File: src/rtl/alu_result_uart_tx_pkg.sv
// Shared encodings for the ALU-result UART path (TX now, RX later).
// Optional feature macro: UART_PARITY_EN (even parity bit per frame).
package alu_result_uart_tx_pkg;

    localparam int DEF_CLKS_PER_BIT = 10417;

    localparam logic [2:0] ST_IDLE   = 3'd0;
    localparam logic [2:0] ST_START  = 3'd1;
    localparam logic [2:0] ST_DATA   = 3'd2;
    localparam logic [2:0] ST_PARITY = 3'd3;
    localparam logic [2:0] ST_STOP   = 3'd4;
    localparam logic [2:0] ST_DONE   = 3'd5;

    localparam int FLAG_CARRY = 0;
    localparam int FLAG_ZERO  = 1;
    localparam int FLAG_SIGN  = 2;

    function automatic logic [7:0] flag_byte(
        input logic sign,
        input logic zero,
        input logic carry
    );
        logic [7:0] f;
        f = '0;
        f[FLAG_SIGN]  = sign;
        f[FLAG_ZERO]  = zero;
        f[FLAG_CARRY] = carry;
        return f;
    endfunction

endpackage

File: src/rtl/alu_result_uart_tx_core.sv
// Byte serialiser: start, 8 data bits LSB first, optional parity, stop.
// UART_PARITY_EN adds an even-parity bit after the data bits.
module uart_tx_core
    import alu_result_uart_tx_pkg::*;
#(
    parameter int CLKS_PER_BIT = DEF_CLKS_PER_BIT
) (
    input  logic       clock,
    input  logic       i_reset,
    input  logic       i_byte_valid,
    input  logic [7:0] i_byte,
    output logic       o_byte_done,
    output logic       o_tx
);

    localparam int CBW = (CLKS_PER_BIT > 1) ? $clog2(CLKS_PER_BIT) : 1;
    localparam logic [CBW-1:0] BAUD_LAST = CBW'(CLKS_PER_BIT - 1);

    logic [2:0]     r_state;
    logic [CBW-1:0] r_baud;
    logic [2:0]     r_bit;
    logic [7:0]     r_shift;
    logic           w_tick;
`ifdef UART_PARITY_EN
    logic           r_par;
`endif

    assign w_tick      = (r_baud == BAUD_LAST);
    assign o_byte_done = (r_state == ST_STOP) && w_tick;

    // Baud counter: free-runs per bit while a frame is on the line
    always_ff @(posedge clock) begin
        if (!i_reset) begin
            r_baud <= '0;
        end else if (r_state == ST_IDLE) begin
            r_baud <= '0;
        end else begin
            r_baud <= w_tick ? '0 : r_baud + 1'b1;
        end
    end

    // Frame sequencer; a stop bit may chain straight into the next start
    always_ff @(posedge clock) begin
        if (!i_reset) begin
            r_state <= ST_IDLE;
            o_tx    <= 1'b1;
            r_bit   <= '0;
            r_shift <= '0;
`ifdef UART_PARITY_EN
            r_par   <= 1'b0;
`endif
        end else begin
            unique case (r_state)
                ST_IDLE: begin
                    o_tx <= 1'b1;
                    if (i_byte_valid) begin
                        r_state <= ST_START;
                        o_tx    <= 1'b0;
                        r_shift <= i_byte;
`ifdef UART_PARITY_EN
                        r_par   <= ^i_byte;
`endif
                    end
                end
                ST_START: begin
                    if (w_tick) begin
                        r_state <= ST_DATA;
                        o_tx    <= r_shift[0];
                        r_bit   <= '0;
                    end
                end
                ST_DATA: begin
                    if (w_tick) begin
                        r_shift <= r_shift >> 1;
                        r_bit   <= r_bit + 3'd1;
                        if (r_bit == 3'd7) begin
`ifdef UART_PARITY_EN
                            r_state <= ST_PARITY;
                            o_tx    <= r_par;
`else
                            r_state <= ST_STOP;
                            o_tx    <= 1'b1;
`endif
                        end else begin
                            o_tx <= r_shift[1];
                        end
                    end
                end
`ifdef UART_PARITY_EN
                ST_PARITY: begin
                    if (w_tick) begin
                        r_state <= ST_STOP;
                        o_tx    <= 1'b1;
                    end
                end
`endif
                ST_STOP: begin
                    if (w_tick) begin
                        if (i_byte_valid) begin
                            r_state <= ST_START;
                            o_tx    <= 1'b0;
                            r_shift <= i_byte;
`ifdef UART_PARITY_EN
                            r_par   <= ^i_byte;
`endif
                        end else begin
                            r_state <= ST_IDLE;
                            o_tx    <= 1'b1;
                        end
                    end
                end
                default: begin
                    r_state <= ST_IDLE;
                    o_tx    <= 1'b1;
                end
            endcase
        end
    end

endmodule

File: src/rtl/alu_result_uart_tx.sv
// Sends one ALU result (LSB byte first) plus a flags byte over UART.
// UART_PARITY_EN selects 8E1 framing in the serialiser (default 8N1).
module alu_result_uart_tx
    import alu_result_uart_tx_pkg::*;
#(
    parameter int DATA_WIDTH   = 8,
    parameter int CLKS_PER_BIT = DEF_CLKS_PER_BIT
) (
    input  logic                  clock,
    input  logic                  i_reset,
    input  logic                  i_valid,
    input  logic [DATA_WIDTH-1:0] i_result,
    input  logic                  i_carry,
    output logic                  o_ready,
    output logic                  o_tx,
    output logic                  o_busy,
    output logic                  o_done
);

    localparam int NBYTES = (DATA_WIDTH + 7) / 8;
    localparam int IDXW   = $clog2(NBYTES + 1);
    localparam int FW     = (NBYTES + 1) * 8;
    localparam logic [IDXW-1:0] IDX_LAST = IDXW'(NBYTES);

    logic [2:0]          r_state;
    logic [IDXW-1:0]     r_idx;
    logic [NBYTES*8-1:0] r_shift;
    logic [FW-1:0]       w_frame;
    logic                w_accept;
    logic                w_byte_valid;
    logic [7:0]          w_byte;
    logic                w_byte_done;

    // Padded result with the flags byte on top, built from live inputs
    always_comb begin
        w_frame = '0;
        w_frame[DATA_WIDTH-1:0] = i_result;
        w_frame[FW-1 -: 8] = flag_byte(i_result[DATA_WIDTH-1],
                                       i_result == '0,
                                       i_carry);
    end

    assign w_accept     = i_valid & o_ready;
    assign w_byte_valid = w_accept |
                          ((r_state == ST_DATA) && (r_idx != IDX_LAST));
    assign w_byte       = w_accept ? w_frame[7:0] : r_shift[7:0];

    uart_tx_core #(
        .CLKS_PER_BIT (CLKS_PER_BIT)
    ) u_core (
        .clock        (clock),
        .i_reset      (i_reset),
        .i_byte_valid (w_byte_valid),
        .i_byte       (w_byte),
        .o_byte_done  (w_byte_done),
        .o_tx         (o_tx)
    );

    // Result-level handshake; ST_DATA spans the whole multi-byte send
    always_ff @(posedge clock) begin
        if (!i_reset) begin
            r_state <= ST_IDLE;
            o_ready <= 1'b1;
            o_busy  <= 1'b0;
            o_done  <= 1'b0;
            r_idx   <= '0;
            r_shift <= '0;
        end else begin
            unique case (r_state)
                ST_IDLE: begin
                    if (w_accept) begin
                        r_state <= ST_DATA;
                        o_ready <= 1'b0;
                        o_busy  <= 1'b1;
                        r_idx   <= '0;
                        r_shift <= w_frame[FW-1:8];
                    end
                end
                ST_DATA: begin
                    if (w_byte_done) begin
                        if (r_idx == IDX_LAST) begin
                            r_state <= ST_DONE;
                            o_busy  <= 1'b0;
                            o_done  <= 1'b1;
                            r_idx   <= '0;
                        end else begin
                            r_idx   <= r_idx + 1'b1;
                            r_shift <= r_shift >> 8;
                        end
                    end
                end
                ST_DONE: begin
                    r_state <= ST_IDLE;
                    o_done  <= 1'b0;
                    o_ready <= 1'b1;
                end
                default: begin
                    r_state <= ST_IDLE;
                    o_ready <= 1'b1;
                    o_busy  <= 1'b0;
                    o_done  <= 1'b0;
                end
            endcase
        end
    end

endmodule

File: config.mk
export PLATFORM = sky130hd
export DESIGN_NAME = alu_result_uart_tx
export DESIGN_NICKNAME = d
export VERILOG_FILES = /design/src/rtl/alu_result_uart_tx_pkg.sv /design/src/rtl/alu_result_uart_tx_core.sv /design/src/rtl/alu_result_uart_tx.sv
export SDC_FILE = /design/constraint.sdc
export NUM_CORES = 1
export LEC_CHECK = 0
export BUFFER_PORTS_ARGS = -buffer_cell sky130_fd_sc_hd__buf_2
export CAP_MARGIN = 5
export CORE_MARGIN = 5
export CORE_UTILIZATION = 53
export CTS_CLUSTER_SIZE = 28
export DETAILED_ROUTE_END_ITERATION = 12
export HOLD_SLACK_MARGIN = 0.15
export PLACE_DENSITY = 0.72
export SETUP_SLACK_MARGIN = 0.3
export SLEW_MARGIN = 25
export SYNTH_ARGS = -nofsm -noshare
export SYNTH_HDL_FRONTEND = slang
export SYNTH_SLANG_ARGS = --single-unit
File: constraint.sdc
create_clock -name clock -period 1.9 [get_ports clock]
set_input_delay 0.19 -clock clock [delete_from_list [all_inputs] [get_ports clock]]
set_output_delay 0.19 -clock clock [all_outputs]
set_load 0.1 [all_outputs]
==> flow_metrics.tcl <==
set metrics [dict create \
    synth.net_count 241 \
    run_status "finished with violations" \
    clock-root-buffer "clkbuf_8" \
    yosysWarnings 0 \
    synth_cell_types 50 \
    synth_ff_type "dfxtp_1" \
    max_cap_violations 0 \
    switching_power_mw 0.455 \
    p_sw_share_pct 26.0 \
    seq_area_sq_um 766 \
    routed_wirelength_mm 4.54 \
    clockPowerShare_pct 37.0 \
    worst_slack_ns -0.178 \
    cts_tree "built" \
    critPathBufInv 0 \
    route.detailed.drc 0 \
    crit_path_max_fanout 8 \
    cp_top_family "simple AND/OR/NAND/NOR gates" \
    cp.required_ns 2.10 \
    ys_ff_latch 38 \
    clkTransAtPathRegs_ns 0.08 \
    place_congestion 0.752 \
    period_share_pct 109 \
    die-area_sq_mm 0.00495 \
    fmax_ghz 0.481 \
    drt_iter0_drc 92 \
    core_sq_mm 0.00361 \
    ios 16 \
    violations "negative setup slack" \
    hpwl_mm 3.19 \
    fin_crit_ns 2.08 \
    p_leak_nw 0.993 \
    worst_slew_pin_slew_ns 0.655 \
    overflow 0 \
    finalSetupViolations 34 \
    initial_utilization_pct 53.5 \
    fillCellCount 303 \
    pwr-share-seq_pct 48.0 \
    first_pass_iters 4 \
    max_stage_delay_ns 0.60 \
    hold_violations 0 \
    crit_arrival_ns 2.28 \
    syn_area_sq_mm 0.00193 \
    post_synth.cell_area_avg_sq_um 8.58 \
    path_cells "or4b_4 -> or4_4 -> a21o_4 -> a221oi_2" \
    ir_drop_v 0.000483 \
    cts_made_buffers 5 \
    n_antenna_cell 0 \
    die_y_um 70.4 \
    hold_class "input port to flop" \
    criticalPathCategory "flop to flop" \
    fp.dieW_um 70.4 \
    clk-insertion-delay-late_ns 0.29 \
    worst_path_max_delay_cell "or4_4" \
    grt_start_max_net_pins 17 \
    drive_gt1_share_pct 31.2 \
    vias 1746 \
    slew_violations 0 \
    grt_util_all_layers_pct 19.6 \
    grt_pass1_vias 1730 \
    rsz0062_at_grt "yes" \
    p_int_mw 1.29 \
    multi_input_area_sq_mm 0.00117 \
    fin_tns_setup_ns -4.22 \
    synth_cells 225 \
    rows 22 \
    drt-vias-per-instance 5.51 \
    slew_headroom_pct 56.3 \
    clockBufferDepth 2 \
    antenna_found_initial 0 \
    synth_edf_count 0 \
    p_total_mw 1.75 \
    portBuffers 15 \
    finish.net_count 284 \
    areaGrowthSynthToFinish_pct 29.7 \
    avgRoutedWirePerCell_um 14.3 \
    ys_seq_area_share_pct 39.4 \
    grt_pass1_wl_mm 7.80 \
    startpoint_type "flop" \
    drtAntennaViolNets 0 \
    finalClockSkew_ns 0.00891 \
    synthArstFlopShare_pct 0 \
    critPathCaptureType "flop" \
    cts_sinks 38 \
    combPwrFrac_pct 14.9 \
    power_density_mw_per_mm2 698 \
    htreeDepth 2 \
    stdcell_count 317 \
    dp.cells 305 \
]
[layout make-up]
| cell class | instances | share of cell area [%] |
|---|---|---|
| tap | 48 | 2.40 |
| clock buffer | 8 | 4.40 |
| multi-input combinational | 164 | 46.8 |
| sequential | 38 | 30.6 |
| inverter | 11 | 1.65 |
| timing repair buffer | 48 | 14.1 |
[state kept, by name (all words and copies together) (netlist names), 2 cells and up]
signal / count
u_core.r_baud: 14
u_core.r_bit: 3
r_state: 2
r_shift: 3
u_core.r_shift: 8
u_core.r_state: 3
[final timing paths]
check | slack (ns) | depth (start not counted) | startpoint | to
max | -0.18 | 4 | u_core.r_baud[3]$_SDFF_PP0_ | u_core.r_shift[5]$_SDFFE_PN0P_
min | 0.19 | 4 | i_valid | o_ready$_SDFFE_PN1P_
max reg2reg | -0.18 | 4 | u_core.r_baud[3]$_SDFF_PP0_ | u_core.r_shift[5]$_SDFFE_PN0P_
min reg2reg | 0.47 | 2 | r_shift[1]$_SDFFE_PN0P_ | r_shift[1]$_SDFFE_PN0P_
[logic make-up (layout without fill, tap and decap cells)]
logic type | count (synthesis) | after routing | share of synthesized area [%]
xor+xnor | 11 | 11 | 4.99
mux | 7 | 7 | 3.89
flops | 38 | 38 | 39.4
fa+ha+maj | 4 | 4 | 2.59
compound gates | 40 | 40 | 15.2
simple gates | 102 | 102 | 28.7
buf+inv | 23 | 67 | 5.25
[tightest hold or removal path, cell delays in order]
cell and delay [ns]:
buf_2 0.11, inv_1 0.04, o21ai_0 0.06, nand2_1 0.06
[cells in the final DEF, fill, tap and decap left out, types with 3 or more instances in the layout]
master and n:
clkbuf_8 8, mux2i_1 6, a311oi_1 3, nor2_1 24, nand4_1 3, buf_4 27
nand2_1 24, inv_1 11, buf_2 15, a21oi_1 7, xnor2_1 6, xor2_1 5
ha_1 4, or3_1 5, a311o_1 3, dfxtp_2 4, and2_1 3, o21ai_0 7
nor3_1 6, a221oi_2 4, nor3b_1 3, and3_1 4, nand3_1 9, dfxtp_1 34
buf_6 5
[power by group through the flow]
stage	combinational (mW)	sequential (mW)	clock, mW
CTS	0.259	0.839	0.657
global route	0.281	0.843	0.706
global placement	0.229	0.857	0
finish	0.261	0.840	0.647
detailed placement	0.232	0.857	0
floorplan	0.119	0.903	0
[per-layer routing]
layer	global-route usage (%)	part of all wire [%]
met1	25.3	47
met2	31.3	48
met3	4.60	2.7
met4	7.66	2.2
met5	0	0
[synth_stat cells (2+ instances only)]
master    instances  area (sq um)
and3_1            4          25.0
a221oi_1          4          35.0
a211oi_1          3          22.5
clkbuf_1          9          33.8
nor2_1           24          90.1
nand4_1           3          18.8
or3b_2            3          26.3
nor3b_1           3          22.5
buf_4             2          15.0
nand2b_1          2          12.5
ha_1              4          50.1
a31o_2            2          17.5
a21oi_1           7          35.0
o21ai_0           8          40.0
xor2_1            5          43.8
or3_1             5          31.3
a311oi_1          3          26.3
nand3_1          10          50.1
xnor2_1           6          52.6
dfxtp_1          38           761
and2_1            3          18.8
inv_1            11          41.3
mux2i_1           6          60.1
nand2_1          24          90.1
nor3_1            8          40.0
a311o_1           3          30.0
nor4_1            2          12.5
[stage by stage]
| stage | worst slack, ns | hold WS [ns] | utilization, % | area [sq um] |
|---|---|---|---|---|
| after floorplan | -0.131 | 0.342 | - | 1960 |
| after global placement | -0.174 | 0.447 | 62.5 | 2250 |
| after detailed placement | -0.186 | 0.450 | 62.5 | 2250 |
| after CTS | -0.192 | 0.187 | 68.8 | 2480 |
| after global routing | -0.250 | 0.209 | 69.4 | 2500 |
| final | -0.178 | 0.194 | 69.4 | 2500 |
[repair_timing]
action,in CTS,in global routing
setup endpoints to repair,37,37
gates cloned,0,0
pin swaps,12,7
resized for setup,18,3
endpoints found under the hold margin,0,0
buffers inserted,2,2
hold buffers,0,0
Power figures use the tool's default switching activity.
